[config.mk]
export PLATFORM = sky130hd
export DESIGN_NAME = uart_core
export DESIGN_NICKNAME = d
export VERILOG_FILES = /design/src/rtl/uart_core.sv
export SDC_FILE = /design/constraint.sdc
export NUM_CORES = 1
export LEC_CHECK = 0
export ABC_AREA = 1
export BUFFER_PORTS_ARGS = -buffer_cell sky130_fd_sc_hd__buf_2
export CAP_MARGIN = 25
export CELL_PAD_IN_SITES_DETAIL_PLACEMENT = 0
export CELL_PAD_IN_SITES_GLOBAL_PLACEMENT = 1
export CORE_MARGIN = 5
export CORE_UTILIZATION = 43
export CTS_CLUSTER_DIAMETER = 30
export DETAILED_ROUTE_END_ITERATION = 10
export PLACE_DENSITY = 0.78
export SLEW_MARGIN = 15
export SYNTH_ARGS = -nofsm -noshare
export SYNTH_HDL_FRONTEND = slang
export SYNTH_SLANG_ARGS = --single-unit
[constraint.sdc]
create_clock -name clk_i -period 3.89 [get_ports clk_i]
set_clock_uncertainty 0.05 [all_clocks]
set_input_delay 0.778 -clock clk_i [delete_from_list [all_inputs] [get_ports clk_i]]
set_output_delay 0.778 -clock clk_i [all_outputs]
set_load 0.05 [all_outputs]
[src/rtl/uart_core.sv]
// 8n1 UART transceiver: x16 oversampling strobe, TX/RX state machines, show-ahead RX FIFO.
// Define UART_LOOPBACK_EN to build the internal TX-to-RX loopback path selected by loopback_i.
module uart_core #(
    parameter int RX_FIFO_AW = 4
) (
    input  logic        clk_i,
    input  logic        rst_i,
    input  logic        uart_rx_i,
    output logic        uart_tx_o,
    input  logic [15:0] divisor_i,
    input  logic [7:0]  tx_data_i,
    input  logic        tx_valid_i,
    output logic        tx_ready_o,
    output logic [7:0]  rx_data_o,
    output logic        rx_valid_o,
    input  logic        rx_ready_i,
    output logic        rx_overrun_o,
    output logic        rx_frame_err_o,
    output logic        rx_break_o,
    input  logic        loopback_i
);
    localparam logic [1:0] ST_IDLE  = 2'd0;
    localparam logic [1:0] ST_START = 2'd1;
    localparam logic [1:0] ST_DATA  = 2'd2;
    localparam logic [1:0] ST_STOP  = 2'd3;
    localparam int FIFO_DEPTH = 1 << RX_FIFO_AW;

    // Divisor 0 reloads 16'hFFFF, giving the 65536-cycle wrap period.
    logic [15:0] baud_cnt_reg;
    logic        strobe;
    assign strobe = (baud_cnt_reg == 16'd0);

    always_ff @(posedge clk_i) begin
        if (rst_i || strobe) baud_cnt_reg <= divisor_i - 16'd1;
        else                 baud_cnt_reg <= baud_cnt_reg - 16'd1;
    end

    logic [1:0] tx_state_reg;
    logic [3:0] tx_tick_reg;
    logic [2:0] tx_bit_reg;
    logic [7:0] tx_shift_reg;
    logic       tx_line_reg;

    assign tx_ready_o = (tx_state_reg == ST_IDLE) & ~rst_i;

    always_ff @(posedge clk_i) begin
        if (rst_i) begin
            tx_state_reg <= ST_IDLE;
            tx_tick_reg  <= 4'd0;
            tx_bit_reg   <= 3'd0;
            tx_shift_reg <= 8'd0;
            tx_line_reg  <= 1'b1;
        end else begin
            case (tx_state_reg)
                ST_IDLE: begin
                    if (tx_valid_i) begin
                        tx_shift_reg <= tx_data_i;
                        tx_tick_reg  <= 4'd0;
                        tx_line_reg  <= 1'b0;
                        tx_state_reg <= ST_START;
                    end
                end
                ST_START: begin
                    if (strobe) begin
                        tx_tick_reg <= tx_tick_reg + 4'd1;
                        if (tx_tick_reg == 4'd15) begin
                            tx_line_reg  <= tx_shift_reg[0];
                            tx_bit_reg   <= 3'd0;
                            tx_state_reg <= ST_DATA;
                        end
                    end
                end
                ST_DATA: begin
                    if (strobe) begin
                        tx_tick_reg <= tx_tick_reg + 4'd1;
                        if (tx_tick_reg == 4'd15) begin
                            // Shift register keeps the next data bit at index 1.
                            tx_shift_reg <= {1'b0, tx_shift_reg[7:1]};
                            if (tx_bit_reg == 3'd7) begin
                                tx_line_reg  <= 1'b1;
                                tx_state_reg <= ST_STOP;
                            end else begin
                                tx_line_reg <= tx_shift_reg[1];
                                tx_bit_reg  <= tx_bit_reg + 3'd1;
                            end
                        end
                    end
                end
                default: begin
                    if (strobe) begin
                        tx_tick_reg <= tx_tick_reg + 4'd1;
                        if (tx_tick_reg == 4'd15) tx_state_reg <= ST_IDLE;
                    end
                end
            endcase
        end
    end

    logic rx_src;
`ifdef UART_LOOPBACK_EN
    assign rx_src    = loopback_i ? tx_line_reg : uart_rx_i;
    assign uart_tx_o = loopback_i ? 1'b1 : tx_line_reg;
`else
    logic unused_loopback;
    assign unused_loopback = loopback_i;
    assign rx_src    = uart_rx_i;
    assign uart_tx_o = tx_line_reg;
`endif

    // prev_rx resets low so a line held low out of reset never looks like a start edge.
    logic [1:0] sync_reg;
    logic       prev_rx_reg;
    logic       sync_rx;
    assign sync_rx = sync_reg[1];

    always_ff @(posedge clk_i) begin
        if (rst_i) begin
            sync_reg    <= 2'b00;
            prev_rx_reg <= 1'b0;
        end else begin
            sync_reg <= {sync_reg[0], rx_src};
            if (strobe) prev_rx_reg <= sync_rx;
        end
    end

    logic [1:0] rx_state_reg;
    logic [3:0] rx_tick_reg;
    logic [2:0] rx_bit_reg;
    logic [7:0] rx_shift_reg;
    logic       rx_push_reg;
    logic       rx_frame_err_reg;
    logic       rx_break_reg;

    always_ff @(posedge clk_i) begin
        if (rst_i) begin
            rx_state_reg     <= ST_IDLE;
            rx_tick_reg      <= 4'd0;
            rx_bit_reg       <= 3'd0;
            rx_shift_reg     <= 8'd0;
            rx_push_reg      <= 1'b0;
            rx_frame_err_reg <= 1'b0;
            rx_break_reg     <= 1'b0;
        end else begin
            rx_push_reg      <= 1'b0;
            rx_frame_err_reg <= 1'b0;
            rx_break_reg     <= 1'b0;
            if (strobe) begin
                case (rx_state_reg)
                    ST_IDLE: begin
                        rx_tick_reg <= 4'd0;
                        if (!sync_rx && prev_rx_reg) rx_state_reg <= ST_START;
                    end
                    ST_START: begin
                        rx_tick_reg <= rx_tick_reg + 4'd1;
                        if (rx_tick_reg == 4'd7) begin
                            rx_tick_reg <= 4'd0;
                            rx_bit_reg  <= 3'd0;
                            rx_state_reg <= sync_rx ? ST_IDLE : ST_DATA;
                        end
                    end
                    ST_DATA: begin
                        rx_tick_reg <= rx_tick_reg + 4'd1;
                        if (rx_tick_reg == 4'd15) begin
                            rx_shift_reg <= {sync_rx, rx_shift_reg[7:1]};
                            rx_bit_reg   <= rx_bit_reg + 3'd1;
                            if (rx_bit_reg == 3'd7) rx_state_reg <= ST_STOP;
                        end
                    end
                    default: begin
                        rx_tick_reg <= rx_tick_reg + 4'd1;
                        if (rx_tick_reg == 4'd15) begin
                            rx_state_reg <= ST_IDLE;
                            if (sync_rx)                    rx_push_reg      <= 1'b1;
                            else if (rx_shift_reg == 8'h00) rx_break_reg     <= 1'b1;
                            else                            rx_frame_err_reg <= 1'b1;
                        end
                    end
                endcase
            end
        end
    end

    // Asynchronous read keeps the head byte visible whenever the FIFO is non-empty.
    logic [7:0]            rx_mem [FIFO_DEPTH];
    logic [RX_FIFO_AW-1:0] rx_wr_ptr_reg;
    logic [RX_FIFO_AW-1:0] rx_rd_ptr_reg;
    logic [RX_FIFO_AW:0]   rx_count_reg;
    logic                  rx_overrun_reg;
    logic                  fifo_full;
    logic                  fifo_pop;
    logic                  fifo_push;

    assign rx_valid_o = (rx_count_reg != '0);
    assign rx_data_o  = rx_mem[rx_rd_ptr_reg];
    assign fifo_full  = rx_count_reg[RX_FIFO_AW];
    assign fifo_pop   = rx_valid_o & rx_ready_i;
    assign fifo_push  = rx_push_reg & (~fifo_full | fifo_pop);

    always_ff @(posedge clk_i) begin
        if (fifo_push) rx_mem[rx_wr_ptr_reg] <= rx_shift_reg;
    end

    always_ff @(posedge clk_i) begin
        if (rst_i) begin
            rx_wr_ptr_reg  <= '0;
            rx_rd_ptr_reg  <= '0;
            rx_count_reg   <= '0;
            rx_overrun_reg <= 1'b0;
        end else begin
            if (fifo_push) rx_wr_ptr_reg <= rx_wr_ptr_reg + 1'b1;
            if (fifo_pop)  rx_rd_ptr_reg <= rx_rd_ptr_reg + 1'b1;
            rx_count_reg   <= rx_count_reg + {{RX_FIFO_AW{1'b0}}, fifo_push}
                                           - {{RX_FIFO_AW{1'b0}}, fifo_pop};
            rx_overrun_reg <= rx_push_reg & fifo_full & ~fifo_pop;
        end
    end

    assign rx_overrun_o   = rx_overrun_reg;
    assign rx_frame_err_o = rx_frame_err_reg;
    assign rx_break_o     = rx_break_reg;

endmodule

==> results of run 1 <==
[area by class of cell]
type | instances | share of cell area (%)
tap | 270 | 3.16
sequential | 203 | 50.1
multi-input combinational | 530 | 27.3
inverter | 92 | 3.23
timing repair buffer | 50 | 2.84
clock buffer | 47 | 10.4
clock inverter | 29 | 2.97
[metrics by stage]
stage	hold WS (ps)	power [mW]
finish	384	7.32
global route	405	7.71
CTS	386	7.40
detailed placement	358	3.82
global placement	357	3.78
floorplan	338	3.52
[critical path: stages, from the launching register on]
cell	delay [ps]
dfxtp_4	880
buf_12	270
a21oi_1	80
o21ai_0	110
o21ai_0	170
o211ai_1	190
nand2_1	70
buf_2	210
[layer usage]
metal | track usage, % | wire length [um]
met1 | 20.4 | 8260
met2 | 26.0 | 8900
met3 | 3.65 | 998
met4 | 5.18 | 345
met5 | 0 | 0
[worst max path at each step]
stage,end,slack [ps],cells after the start
finish,rx_data_o[3],530,7
detailed placement,rx_data_o[3],1010,7
global route,rx_data_o[3],330,7
global placement,rx_data_o[3],1010,7
CTS,rx_data_o[3],460,7
floorplan,rx_count_reg[4],1050,15
[cells in the final DEF (no fill, tap or decap), types with 3 or more instances in the layout]
cell,instances
nand2_1,137
xor2_1,5
edfxtp_1,128
mux2i_1,32
nor2_1,78
o21ai_0,68
o211a_1,8
inv_8,3
nor3_1,5
nand4_1,6
nand2_2,6
clkinv_1,7
nor2_2,10
dfxtp_1,74
bufinv_16,5
inv_1,90
ha_1,20
nand3_1,45
buf_4,6
a211oi_1,5
inv_6,6
clkinv_2,6
clkbuf_16,43
buf_2,42
a21oi_1,64
clkinvlp_4,3
o211ai_1,33
[cell families (layout without fill, tap and decap cells)]
| family | Yosys count | after routing | synth area share (%) |
|---|---|---|---|
| flops | 203 | 203 | 60.9 |
| xor+xnor | 5 | 5 | 0.499 |
| compound gates | 181 | 181 | 12.0 |
| buf+inv | 127 | 218 | 5.86 |
| simple gates | 291 | 291 | 14.0 |
| fa+ha+maj | 21 | 21 | 3.08 |
| mux | 32 | 32 | 3.65 |
[power breakdown]
| group | switching (mW) | total, mW | internal (mW) |
|---|---|---|---|
| clock | 1.15 | 3.55 | 2.40 |
| combinational | 0.812 | 1.26 | 0.446 |
| sequential | 0.129 | 2.51 | 2.38 |
| total | 2.09 | 7.32 | 5.23 |
==> results.md, run 1 <==
- Synthesized area per cell: 10.2 um2
- Setup ws final: 532 ps
- DP Wirelength: 11600 um
- Critical R2R Capture: rx_count_reg[4]
- Synth top cells by count: nand2_1, edfxtp_1, inv_1, nor2_1, dfxtp_1
- Hold Vio Cnt, Final: 0
- Hold_buf cts: 0
- Worst EP arrival: 2530 ps
- Post-synth ARST share: 0%
- Share of the cycle needed by the critical path after routing: 86.3%
- Max reg flops: 128
- Core Rows: 52
- Final Wtd Congestion: 0.791
- HP Start: sync_reg[0]
- Detail Route Antenna Nets: 0
- Worst-case reg-to-reg path depth: 15
- Ys Warns: 0
- Drt drc: 0
- Final min period: 3360 ps
- Post-Route Setup TNS: 0 ps
- IO Port Bufs: 42
- CTS tree: done
- Share of cells above drive strength 1: 14.7%
- Die Y: 153 um
- VDD IR max: 503 uV
- Largest net degree at the start of global routing: 72
- Worst setup EP type: output port
- Sequential share of the synthesized area: 60.9%
- Most numerous cell in the Yosys netlist: nand2_1
- DP Area: 0.00925 mm2
- Outcome: finished, final reports clean
- Final #Nets: 970
- Die W: 153 um
- Ys flop type: edfxtp_1
- Crit Path Max Fanout: 71
- Die area: 0.0234 mm2
- Initial antenna violation count: 0
- Cells after DPL: 1145
- Post-CTS sizing: 0
- Yosys top cell area share: 43.8%
- Area grow syn2layout: 21.7%
- DR vias: 6085
- Pwr Density: 686 mW/mm2
- Initial Util: 43.5%
- R2R Setup Slk: 1160 ps
- RSZ-0062 raised after global routing: no
- CTS Root Cell: clkbuf_16
- Total congestion overflow: 0
- Data required time of the critical path: 3060 ps
- Fillers: 1848
- Wire per inst: 15.2 um
- Setup Viol. Count Final: 0
- Tot GR Track Use: 15.6%
- Area contributors post-synth: edfxtp_1, dfxtp_1, nand2_1
- Leak Pwr: 4.44 nW
- Post CTS Setup Buffer Count: 0
- Synthesized flop and latch total: 203
- Net count after synthesis: 911
- Initial drt markers: 325
- Routed WL: 18500 um
- Clock Latency Late Sink: 510 ps
- Max clock buf depth: 3
- Cell area after synthesis: 0.00877 mm2
- Fmax: 0.298 GHz
- Diode count: 0
- Total CTS buffers: 42
- Util after Layout: 52.9%
- H-tree depth: 2
- Area of the multi-input gates: 0.00291 mm2
- EDFF count, synth: 128
- Clk sinks: 203
- Final instance area: 0.0107 mm2
- DR vias/cell: 4.98
- Register area: 0.00535 mm2
- Syn Inst Count: 860
- Place WS: 1010 ps
- Worst slew pin tran: 856 ps
- FF-to-FF Start: rx_count_reg[2]
- First-pass GRT wire length: 29500 um
- Slew Limit Fails: 0
- Ports: 44
- Synth area leader: edfxtp_1
- Worst Hold Path EP: sync_reg[1]
- CTS clk-pin slew, worst paths: 50 ps
- Startpoint types: register
- Hold depth: 2
- Final Non-Filler Cells: 1221
- Vias in the first global route: 5932
- Crit path kind: register to output port
- Max-cap violation count: 0
- Slew headroom: 42.8%
- Core area: 0.0202 mm2
- First-pass DRT Iterations: 4
- Worst Hold Class: register to register
- Post-synth cell types: 32
No activity file was read; power rests on OpenSTA's default activity.
==> run 2, diff against run 1 <==
--- a/config.mk
+++ b/config.mk
@@ -7,14 +7,11 @@
 export LEC_CHECK = 0
 export ABC_AREA = 1
 export BUFFER_PORTS_ARGS = -buffer_cell sky130_fd_sc_hd__buf_2
-export CAP_MARGIN = 25
-export CELL_PAD_IN_SITES_DETAIL_PLACEMENT = 0
-export CELL_PAD_IN_SITES_GLOBAL_PLACEMENT = 1
 export CORE_MARGIN = 5
 export CORE_UTILIZATION = 43
 export CTS_CLUSTER_DIAMETER = 30
 export DETAILED_ROUTE_END_ITERATION = 10
-export PLACE_DENSITY = 0.78
+export PLACE_DENSITY = 0.65
 export SLEW_MARGIN = 15
 export SYNTH_ARGS = -nofsm -noshare
 export SYNTH_HDL_FRONTEND = slang
==> constraint.sdc (replaced) <==
create_clock -name clk_i -period 3.92 [get_ports clk_i]
set_clock_uncertainty 0.05 [all_clocks]
set_input_delay 0.784 -clock clk_i [delete_from_list [all_inputs] [get_ports clk_i]]
set_output_delay 0.784 -clock clk_i [all_outputs]
set_load 0.05 [all_outputs]
==> run 2 against run 1 <==
  * Non-clock buffer count shrank 1
  * Worst setup slack lost 38 ps
  * Combinational power about the same
  * First-iteration DRC count down 1.5%
  * Die area unchanged
  * Critical path depth stayed put
  * Utilization is 0.087 points lower
  * Highest routed layer unchanged
  * Cell count did not move
  * Flip-flop and latch count is the same
  * Via count fell by 0.35%
  * Clock power barely moved
  * Global-route usage down 0.39 points
==> results.md, run 2 (synthesis results as in run 1) <==
- Post CTS Setup Buffer Count: 0
- Total congestion overflow: 0
- Detail Route Antenna Nets: 0
- RSZ-0062 raised after global routing: no
- CP Cell Sequence: buf_4, a21oi_1, o21ai_0, o21ai_0, o211ai_1, nand2_1, buf_2
- Area grow syn2layout: 21.5%
- Final min period: 3430 ps
- Share of the cycle needed by the critical path after routing: 87.4%
- Post-Route Setup TNS: 0 ps
- Startpoint types: register
- Max-cap violation count: 0
- Hold_buf cts: 0
- VDD IR max: 442 uV
- GRT met2 Usage: 24.7%
- Clk sinks: 203
- Highest-count cells in the layout ignoring fill and taps: nand2_1, edfxtp_1, inv_1
- Worst EP arrival: 2590 ps
- DR vias: 6064
- Core Rows: 52
- Largest net degree at the start of global routing: 62
- Max clock buf depth: 3
- IO Port Bufs: 42
- CTS clk-pin slew, worst paths: 50 ps
- Vias in the first global route: 5939
- Final #Nets: 969
- Initial antenna violation count: 0
- Die W: 153 um
- Final Wtd Congestion: 0.795
- Met1 Resource Use GR: 20.1%
- Worst path max stage delay: 790 ps
- First-pass GRT wire length: 29100 um
- Data required time of the critical path: 3090 ps
- Post-CTS sizing: 0
- Worst Hold Class: register to register
- Share of cells above drive strength 1: 14.8%
- Total CTS buffers: 42
- Setup Viol. Count Final: 0
- Outcome: finished, final reports clean
- Tot GR Track Use: 15.2%
- Die Y: 153 um
- CTS Root Cell: clkbuf_16
- Slew Limit Fails: 0
- H-tree depth: 2
- Hold Vio Cnt, Final: 0
- First-pass DRT Iterations: 6
- CTS tree: done
- Grt peak-use layer: met2
- Leak Pwr: 4.42 nW
- Clock Latency Late Sink: 520 ps
- Routed WL: 17900 um
- Worst setup EP type: output port
- Ports: 44
- DP Wirelength: 11200 um
- DR vias/cell: 4.97
- Worst slew pin tran: 966 ps
- Critical Path Most Common Cell: o21ai_0
- Fmax: 0.292 GHz
- Diode count: 0
- Commonest non-fill, non-tap cell in the layout: nand2_1
- Wire per inst: 14.7 um
- Drt drc: 0
- Initial drt markers: 320
- Core area: 0.0202 mm2
- Pwr Density: 684 mW/mm2
- Crit path kind: register to output port
- Worst hold slack: 356 ps
- Initial Util: 43.5%
- Slew headroom: 35.5%
- Slowest cell on the critical path: dfxtp_4
- Max reg flops: 128
- Die area: 0.0234 mm2
- Crit Path Max Fanout: 61
- Met3 track demand over resource: 3.39%
==> run 2: final timing paths <==
kind / slack, ps / to / from / depth (start not counted)
worst max-delay path: 490 / rx_data_o[6] / register / 7
worst max register to register: 1230 / rx_count_reg[4] / rx_count_reg[3] / 15
worst min register to register: 360 / sync_reg[1] / sync_reg[0] / 2
worst min-delay path: 360 / sync_reg[1] / sync_reg[0] / 2
==> run 2: where the power goes <==
group	switching [mW]	total (mW)	internal [mW]
clock	1.15	3.56	2.41
sequential	0.117	2.48	2.37
combinational	0.820	1.25	0.427
==> run 2: stage by stage <==
| step | worst slack, ps | cell area [um2] | power, mW | util, % | instances |
|---|---|---|---|---|---|
| finish | 494 | 10700 | 7.29 | 52.8 | 1221 |
| global route | 279 | 10700 | 7.64 | 52.8 | 1221 |
| CTS | 468 | 10700 | 7.36 | 52.8 | 1221 |
| detailed placement | 989 | 9210 | 3.77 | 45.7 | 1144 |
| global placement | 996 | 9210 | 3.75 | 45.7 | 1144 |
| floorplan | 1080 | 8770 | 3.49 | - | 860 |
==> run 2: final cells by class <==
cell class              count  area, um2
repair buffers             49        263
well taps                 270        338
fillers                  1797       9510
clock inverters            25        310
inverters                  92        345
clock buffers              52       1140
multi-input cells         530       2910
flip-flops and latches    203       5350
==> run 2: routing by layer <==
metal,vias to the layer above,routed length (um)
met5,-,0
met3,25,1060
li1,3100,-
met4,0,330
met1,2771,8170
met2,168,8360
==> run 2: worst max-delay path: cells and delay by family (launching register included) <==
family,cells,cell delay [ps]
AO/OA/AOI/OAI,4,610
buffers and inverters,2,540
flip-flops,1,790
AND/OR/NAND/NOR,1,120
==> run 3, diff against run 2 <==
--- a/config.mk
+++ b/config.mk
@@ -11,7 +11,6 @@
 export CORE_UTILIZATION = 43
 export CTS_CLUSTER_DIAMETER = 30
 export DETAILED_ROUTE_END_ITERATION = 10
-export PLACE_DENSITY = 0.65
 export SLEW_MARGIN = 15
 export SYNTH_ARGS = -nofsm -noshare
 export SYNTH_HDL_FRONTEND = slang
==> run 3 against run 2 <==
  * Critical path type unchanged
  * Register-to-register slack about the same
  * Clock-buffer cell count down 2
  * Cell count down 0.49%
  * Clock power down 5%
  * Non-clock buffer count down 3
  * Critical endpoint is now rx_data_o[7]
==> results.md, run 3 (synthesis results as in run 1) <==
- VDD IR max: 426 uV
- Comb pwr share: 17.3%
- Worst path max stage delay: 840 ps
- Clk sinks: 203
- Area grow syn2layout: 20.7%
- Worst Hold Class: register to register
- Die area: 0.0234 mm2
- DP Wirelength: 11100 um
- Hold depth: 2
- Hold_buf cts: 0
- Met3 track demand over resource: 3.51%
- Slowest cell on the critical path: dfxtp_4
- Max-cap violation count: 0
- Crit path kind: register to output port
- First-pass GRT wire length: 28200 um
- Die W: 153 um
- Fillers: 1842
- Worst EP arrival: 2440 ps
- Fmax: 0.305 GHz
- Initial drt markers: 307
- Total congestion overflow: 0
- DR vias/cell: 4.87
- CP Cell Sequence: buf_12, a21oi_1, o21ai_0, o211ai_1, o211ai_1, nand2_1, buf_2
- Grt peak-use layer: met2
- Post-CTS sizing: 0
- Post CTS Setup Buffer Count: 0
- Max clock buf depth: 3
- Drt drc: 0
- RSZ-0062 raised after global routing: no
- Core area: 0.0202 mm2
- Ports: 44
- IO Port Bufs: 42
- CTS Root Cell: clkbuf_16
- Initial Util: 43.5%
- Leak Pwr: 4.37 nW
- Initial antenna violation count: 0
- Total CTS buffers: 40
- Final min period: 3280 ps
- Clock Latency Late Sink: 500 ps
- Crit Path Max Fanout: 70
- Share of cells above drive strength 1: 14.6%
- Outcome: finished, final reports clean
- Worst setup EP type: output port
- CTS tree: done
- Reg power frac: 35.1%
- Hold Vio Cnt, Final: 0
- Slew headroom: 34.7%
- Wire per inst: 14.1 um
- CTS clk-pin slew, worst paths: 50 ps
- GRT met2 Usage: 22.6%
- Commonest non-fill, non-tap cell in the layout: nand2_1
- Final #Nets: 964
- Met1 Resource Use GR: 20.3%
- Sw Share: 28.6%
- Core Rows: 52
- Worst-case reg-to-reg path depth: 15
- Highest-count cells in the layout ignoring fill and taps: nand2_1, edfxtp_1, inv_1
- Diode count: 0
- Critical Path Most Common Cell: o211ai_1
- Routed WL: 17100 um
- Max reg flops: 128
- DR vias: 5912
- Worst slew pin tran: 979 ps
- Share of the cycle needed by the critical path after routing: 83.6%
- Tot GR Track Use: 14.5%
- Die Y: 153 um
- Detail Route Antenna Nets: 0
- Final Wtd Congestion: 0.832
- Slew Limit Fails: 0
- Vias in the first global route: 5747
- Post-Route Setup TNS: 0 ps
- Pwr Density: 669 mW/mm2
- Startpoint types: register
- NetSw: 2.03 mW
- H-tree depth: 2
- Largest net degree at the start of global routing: 71
- Clk pwr share: 47.6%
- Int Pwr: 5.05 mW
- Worst hold slack: 345 ps
- First-pass DRT Iterations: 6
- Data required time of the critical path: 3090 ps
- Setup Viol. Count Final: 0
-- run 3: cell count changes in the layout (fill, tap and decap cells not counted) --
cell / previous run / this run
buf_12: 0 / 1
buf_4: 7 / 3
clkbuf_1: 6 / 3
clkinv_4: 8 / 3
clkbuf_16: 43 / 42
bufinv_16: 5 / 3
clkinv_2: 3 / 4
clkinv_8: 0 / 1
clkinvlp_4: 3 / 7
clkbuf_8: 3 / 5
-- run 3: final timing paths --
kind                                 startpoint  slack [ps]               to
worst max-delay path                   register         640     rx_data_o[7]
worst max register to register  rx_count_reg[2]        1220  rx_count_reg[4]
worst min-delay path                sync_reg[0]         350      sync_reg[1]
worst min register to register      sync_reg[0]         350      sync_reg[1]
-- run 3: layer usage --
| metal | vias to the layer above | part of all wire, % |
|---|---|---|
| li1 | 3092 | - |
| met1 | 2673 | 49 |
| met2 | 119 | 44 |
| met3 | 28 | 5.1 |
| met4 | 0 | 1.9 |
| met5 | - | 0 |
-- run 3: worst max-delay path, delay by kind of cell, from the launching register on --
kind | cells | cell delay, ps
DFF | 1 | 840
buffers and inverters | 2 | 490
AOI/OAI and AO/OA | 4 | 480
and+or+nand+nor | 1 | 100
-- run 3: area by class of cell --
class / count / area, um2 / area share, %
clock inverters: 24 / 258 / 2.43
clock buffers: 50 / 1130 / 10.7
flip-flops and latches: 203 / 5350 / 50.5
repair buffers: 46 / 253 / 2.39
multi-input cells: 530 / 2910 / 27.5
well taps: 270 / 338 / 3.19
inverters: 92 / 345 / 3.26
-- run 3: per-stage QoR --
step / cells / power, mW / instance area (um2) / utilization (%) / setup WS [ps]
global placement: 1141 / 3.74 / 9200 / 45.6 / 775
global route: 1215 / 7.46 / 10600 / 52.5 / 377
finish: 1215 / 7.08 / 10600 / 52.5 / 644
floorplan: 860 / 3.49 / 8770 / - / 1080
detailed placement: 1141 / 3.76 / 9200 / 45.6 / 747
CTS: 1215 / 7.16 / 10600 / 52.5 / 614
-- run 3: power by group through the flow --
stage	logic, mW	clock network [mW]	registers, mW
6_report	1.22	3.37	2.49
5_1_grt	1.40	3.55	2.51
4_1_cts	1.24	3.43	2.49
3_5_place_dp	1.23	0	2.53
3_3_place_gp	1.22	0	2.53
2_1_floorplan	1.03	0	2.46
